`config.mk`:
```
export PLATFORM = sky130hd
export DESIGN_NAME = riscv_hazard_ctrl
export DESIGN_NICKNAME = d
export VERILOG_FILES = /design/src/rtl/riscv_pipe_pkg.sv /design/src/rtl/riscv_dep_decode.sv /design/src/rtl/riscv_hazard_ctrl.sv
export SDC_FILE = /design/constraint.sdc
export NUM_CORES = 1
export LEC_CHECK = 0
export CAP_MARGIN = 0
export CORE_MARGIN = 2
export CORE_UTILIZATION = 43
export DETAILED_ROUTE_END_ITERATION = 6
export DONT_BUFFER_PORTS = 1
export SYNTH_ARGS = -nofsm -noshare
export SYNTH_HDL_FRONTEND = slang
export SYNTH_SLANG_ARGS = --single-unit
```
`constraint.sdc`:
```
create_clock -name clock -period 5.93 [get_ports clock]
set_clock_uncertainty 0.05 [all_clocks]
set_input_delay 1.186 -clock clock [delete_from_list [all_inputs] [get_ports clock]]
set_output_delay 1.186 -clock clock [all_outputs]
set_load 0.05 [all_outputs]
```
`src/rtl/riscv_pipe_pkg.sv`:
```
// Shared types and constants for the RISC-V 5-stage pipeline hazard logic.
package riscv_pipe_pkg;

    localparam int unsigned XLEN  = 32;
    localparam int unsigned REG_W = 5;
    localparam int unsigned OPC_W = 7;

    localparam logic [OPC_W-1:0] LD    = 7'b000_0011;
    localparam logic [OPC_W-1:0] SD    = 7'b010_0011;
    localparam logic [OPC_W-1:0] BEQ   = 7'b110_0011;
    localparam logic [OPC_W-1:0] ALUop = 7'b001_0011;

    localparam logic [XLEN-1:0] NOP = 32'h0000_0013;

    typedef enum logic [1:0] {
        FWD_REG   = 2'b00,
        FWD_MEMWB = 2'b01,
        FWD_EXMEM = 2'b10
    } fwd_sel_t;

    // Destination tag carried by one shadow pipeline slot
    typedef struct packed {
        logic             valid;
        logic [REG_W-1:0] rd;
        logic             writes;
        logic             is_load;
        logic             is_beq;
    } slot_t;

endpackage

```
`src/rtl/riscv_dep_decode.sv`:
```
// Extracts register dependencies and class flags from the IF/ID instruction.
module riscv_dep_decode
    import riscv_pipe_pkg::*;
(
    input  logic [XLEN-1:0]  i_ir,
    output logic [REG_W-1:0] o_rs1,
    output logic [REG_W-1:0] o_rs2,
    output logic [REG_W-1:0] o_rd,
    output logic             o_uses_rs1,
    output logic             o_uses_rs2,
    output logic             o_writes,
    output logic             o_is_load,
    output logic             o_is_beq
);

    logic [OPC_W-1:0] w_opc;
    logic             w_is_ld;
    logic             w_is_sd;
    logic             w_is_beq;
    logic             w_is_alu;
    logic             w_unused_bits;

    assign w_opc    = i_ir[OPC_W-1:0];
    assign w_is_ld  = (w_opc == LD);
    assign w_is_sd  = (w_opc == SD);
    assign w_is_beq = (w_opc == BEQ);
    assign w_is_alu = (w_opc == ALUop);

    assign o_rs1 = i_ir[19:15];
    assign o_rs2 = i_ir[24:20];
    assign o_rd  = i_ir[11:7];

    // Unknown opcodes fall through with every flag low
    assign o_uses_rs1 = w_is_ld | w_is_sd | w_is_beq | w_is_alu;
    assign o_uses_rs2 = w_is_sd | w_is_beq | w_is_alu;
    assign o_writes   = (w_is_ld | w_is_alu) & (o_rd != REG_W'(0));
    assign o_is_load  = w_is_ld;
    assign o_is_beq   = w_is_beq;

    assign w_unused_bits = ^{i_ir[31:25], i_ir[14:12]};

endmodule

```
`src/rtl/riscv_hazard_ctrl.sv`:
```
// Hazard controller: shadow tag pipeline, load-use stall, forwarding, ID bypass,
// taken-branch flush and saturating event counters.
module riscv_hazard_ctrl
    import riscv_pipe_pkg::*;
#(
    parameter int unsigned CNT_W = 32
) (
    input  logic             clock,
    input  logic             reset_n,
    input  logic [XLEN-1:0]  ifid_ir,
    input  logic             branch_taken,
    output logic             stall_pc,
    output logic             stall_ifid,
    output logic             bubble_idex,
    output logic             flush_ifid,
    output logic             id_byp_a,
    output logic             id_byp_b,
    output logic [1:0]       fwd_a,
    output logic [1:0]       fwd_b,
    output logic [CNT_W-1:0] stall_cycles,
    output logic [CNT_W-1:0] flush_events
);

    logic [REG_W-1:0] w_rs1;
    logic [REG_W-1:0] w_rs2;
    logic [REG_W-1:0] w_rd;
    logic             w_uses_rs1;
    logic             w_uses_rs2;
    logic             w_writes;
    logic             w_is_load;
    logic             w_is_beq;

    slot_t            r_ex;
    slot_t            r_mem;
    slot_t            r_wb;
    slot_t            w_dec_slot;
    fwd_sel_t         r_fwd_a;
    fwd_sel_t         r_fwd_b;
    fwd_sel_t         w_fwd_a;
    fwd_sel_t         w_fwd_b;
    logic [CNT_W-1:0] r_stall_cycles;
    logic [CNT_W-1:0] r_flush_events;

    logic             w_flush;
    logic             w_ld_use;
    logic             w_unused_slot;

    riscv_dep_decode u_dec (
        .i_ir       (ifid_ir),
        .o_rs1      (w_rs1),
        .o_rs2      (w_rs2),
        .o_rd       (w_rd),
        .o_uses_rs1 (w_uses_rs1),
        .o_uses_rs2 (w_uses_rs2),
        .o_writes   (w_writes),
        .o_is_load  (w_is_load),
        .o_is_beq   (w_is_beq)
    );

    assign w_dec_slot = '{valid: 1'b1, rd: w_rd, writes: w_writes,
                          is_load: w_is_load, is_beq: w_is_beq};

    function automatic logic producer_hit(input slot_t s, input logic [REG_W-1:0] rs);
        return s.valid & s.writes & (s.rd == rs);
    endfunction

    // Youngest producer wins; operands the instruction does not read stay on the register path
    function automatic fwd_sel_t fwd_pick(input logic uses, input logic [REG_W-1:0] rs,
                                          input slot_t ex, input slot_t mem);
        fwd_sel_t sel;
        sel = FWD_REG;
        if (uses && producer_hit(ex, rs)) begin
            sel = FWD_EXMEM;
        end else if (uses && producer_hit(mem, rs)) begin
            sel = FWD_MEMWB;
        end
        return sel;
    endfunction

    assign w_fwd_a = fwd_pick(w_uses_rs1, w_rs1, r_ex, r_mem);
    assign w_fwd_b = fwd_pick(w_uses_rs2, w_rs2, r_ex, r_mem);

    // Branch flush outranks the load-use stall
    assign w_flush  = reset_n & r_ex.valid & r_ex.is_beq & branch_taken;
    assign w_ld_use = reset_n & ~w_flush & r_ex.valid & r_ex.is_load & r_ex.writes &
                      ((w_uses_rs1 & (w_rs1 == r_ex.rd)) | (w_uses_rs2 & (w_rs2 == r_ex.rd)));

    assign stall_pc    = w_ld_use;
    assign stall_ifid  = w_ld_use;
    assign bubble_idex = w_ld_use | w_flush;
    assign flush_ifid  = w_flush;

    // WB write and ID read share an edge, so ID takes the write-back value directly
    assign id_byp_a = reset_n & producer_hit(r_wb, w_rs1);
    assign id_byp_b = reset_n & producer_hit(r_wb, w_rs2);

    always_ff @(posedge clock) begin
        if (!reset_n) begin
            r_ex           <= '0;
            r_mem          <= '0;
            r_wb           <= '0;
            r_fwd_a        <= FWD_REG;
            r_fwd_b        <= FWD_REG;
            r_stall_cycles <= '0;
            r_flush_events <= '0;
        end else begin
            r_wb  <= r_mem;
            r_mem <= r_ex;
            if (bubble_idex) begin
                r_ex    <= '0;
                r_fwd_a <= FWD_REG;
                r_fwd_b <= FWD_REG;
            end else begin
                r_ex    <= w_dec_slot;
                r_fwd_a <= w_fwd_a;
                r_fwd_b <= w_fwd_b;
            end
            if (w_ld_use && (r_stall_cycles != '1)) begin
                r_stall_cycles <= r_stall_cycles + CNT_W'(1);
            end
            if (w_flush && (r_flush_events != '1)) begin
                r_flush_events <= r_flush_events + CNT_W'(1);
            end
        end
    end

    assign fwd_a        = r_fwd_a;
    assign fwd_b        = r_fwd_b;
    assign stall_cycles = r_stall_cycles;
    assign flush_events = r_flush_events;

    assign w_unused_slot = ^{r_mem.is_load, r_mem.is_beq, r_wb.is_load, r_wb.is_beq};

endmodule
```
==> metrics.cfg <==
[setup_path]
critical_path_cell_count=5
cp-end-kind=output port
cp_max_fo=21
max_stage_delay_ns=0.62
cp_top_family=simple AND/OR/NAND/NOR gates
crit_slowest_cell=o21ai_2
reg2regPathDepth=6
critPathBufInv=0
arrival_ns=2.95
critPathLaunchType=input pin
worstPathRequired_ns=4.69
path_class=in2out
crit_path_cell_trace=and4bb_2 > nand4_1 > and4bb_1 > o21ai_2 > nand2_1

[global_route]
overflow=0
grt_pass1_vias=3275
grt_max_degree=60
grt.total_usage_pct=19.1
grt_pass1_wl_um=17000
antenna_found_initial=0

[die]
dieArea_um2=11100
ios=109
core_um2=9860
start_util_pct=44.7
rows=36
dieHeight_um=105
fp.dieW_um=105

[synth]
async_reset_ff_share_pct=0
synth_warnings=0
syn_nets=544
synth_most_common_cell=dfxtp_1
syn_area_per_cell_um2=8.69
yosysSeqAreaShare_pct=41.4
yosys_register_bits=91
ys.flop_type=dfxtp_1
syn_inst=507
yosys-top-cells-count=91 x dfxtp_1, 35 x nand3_1, 34 x o21ai_0, 33 x a21oi_1
synth-edff-count=0
synth_largest_area_cell=dfxtp_1
yosys-top-cells-area=dfxtp_1 41%, xnor2_1 6.4%, xor2_1 4.4%
synth_area_um2=4410
synth_cell_types=49
synth.top_cell.area_share_pct=41.4

[timing]
setup_violations=0
worst_pin_slew_ns=1.28
hold_ws_ns=0.414
hold_viol_final=0
fin_ws_ns=1.75
relSlewSlack_pct=14.3
rsz0062_at_grt=no
drv_slew=0
finalCriticalPeriod_ns=4.18
finalSetupTns_ns=0
finalCritPeriodShare_pct=70.6
max_freq_mhz=239

[clock_tree]
cts_resized=0
clock_latency_ns=0.35
cts_tree=built
cts-root-buf=clkbuf_8
clk_pin_slew_ns=0.08
numCtsBuffers=9
clock_sinks=91
cts_setup_buffers=0
clockBufferDepth=2
htreeDepth=3
cts_hold_buf=0

[routing]
antenna_left=0
firstDrtPassIters=4
route.detailed.drc=0
vias_per_cell=5.73
wire_per_inst_um=16.3
drtIter0Drc=159
routed-via-count=3676
finalWirelength_um=10400

[power]
p_leak_nw=1.45
powerDensity_nw_per_um2=222
vdd_drop_max_uv=129
design_power_total_w=0.00104

[placement]
dp_slack_ns=1.77
place.gp.congestion=0.818
portBuffers=0
hpwlAfterDp_um=7540

[cells_and_area]
n_antenna_cell=0
nFillCells=975
drive_gt1_share_pct=7.09
nets=540
areaGrowthSynthToFinish_pct=6.50
final_core_util_pct=47.6

[min_path]
hold_depth=1
hold_path.class=reg2reg

[run_status]
run_status=finished clean

[flow_run]
max_cap_viol_count=0

## state kept, by name (all words and copies together) (netlist names)
| name | count |
|---|---|
| flush_events | 32 |
| fwd_a | 2 |
| fwd_b | 2 |
| r_ex | 9 |
| r_mem | 7 |
| r_wb | 7 |
| stall_cycles | 32 |
## cell families (layout without fill, tap and decap cells)
logic type | Yosys count | in the layout | synth area share, %
simple gates | 247 | 247 | 32.9
buf+inv | 25 | 26 | 2.58
fa+ha+maj | 2 | 2 | 0.568
compound gates | 84 | 84 | 10.9
xor+xnor | 54 | 54 | 10.7
mux | 4 | 4 | 0.909
flops | 91 | 91 | 41.4
## metal layers
layer | part of all wire (%) | routed length (µm) | global-route usage (%)
met5 | 0 | 0 | 0
met4 | 1.9 | 196 | 8.38
met3 | 7.4 | 767 | 6.93
met2 | 43 | 4530 | 27.9
met1 | 47 | 4930 | 25.3
## placed cells by master, fill, tap and decap left out, types with 5 or more instances in the layout
cell type,instances
o21ai_0,34
and4_1,12
xor2_1,22
nand2_1,31
or4_1,6
clkbuf_8,11
and3_1,11
nor3_1,8
and2_1,26
nor2_1,32
a21oi_1,33
dfxtp_1,91
xnor2_1,32
or3_1,29
inv_1,5
nand3_1,35
nor4_1,7
nand4_1,28
## path summary, 6_finish.rpt
path,endpoint,slack (ns),start
setup / recovery,bubble_idex,1.75,ifid_ir[2]
hold / removal,r_wb[2],0.41,r_mem[2]
setup reg to reg,stall_cycles[3],3.02,stall_cycles[2]
hold reg to reg,r_wb[2],0.41,r_mem[2]
## final cells by class
| class | instances | area (µm²) | area share, % |
|---|---|---|---|
| Multi-Input combinational cell | 391 | 2480 | 52.9 |
| Sequential cell | 91 | 1820 | 38.8 |
| Tap cell | 133 | 166 | 3.55 |
| Clock buffer | 14 | 163 | 3.47 |
| Inverter | 7 | 26.3 | 0.560 |
| Timing Repair Buffer | 3 | 22.5 | 0.480 |
| Clock inverter | 2 | 10.0 | 0.213 |
## metrics by stage
step           instances  area, µm²
3_3_place_gp         625       4520
5_1_grt              641       4690
4_1_cts              641       4690
3_5_place_dp         625       4520
6_report             641       4690
2_1_floorplan        507       4410
## power by group
group / leakage (nW) / total, W / switching [W] / internal [W]
combinational: 0.623 / 0.0000362 / 0.0000200 / 0.0000162
clock: 0.0905 / 0.000383 / 0.000208 / 0.000175
sequential: 0.736 / 0.000621 / 0.00000517 / 0.000616
No activity file was read; power rests on OpenSTA's default activity.
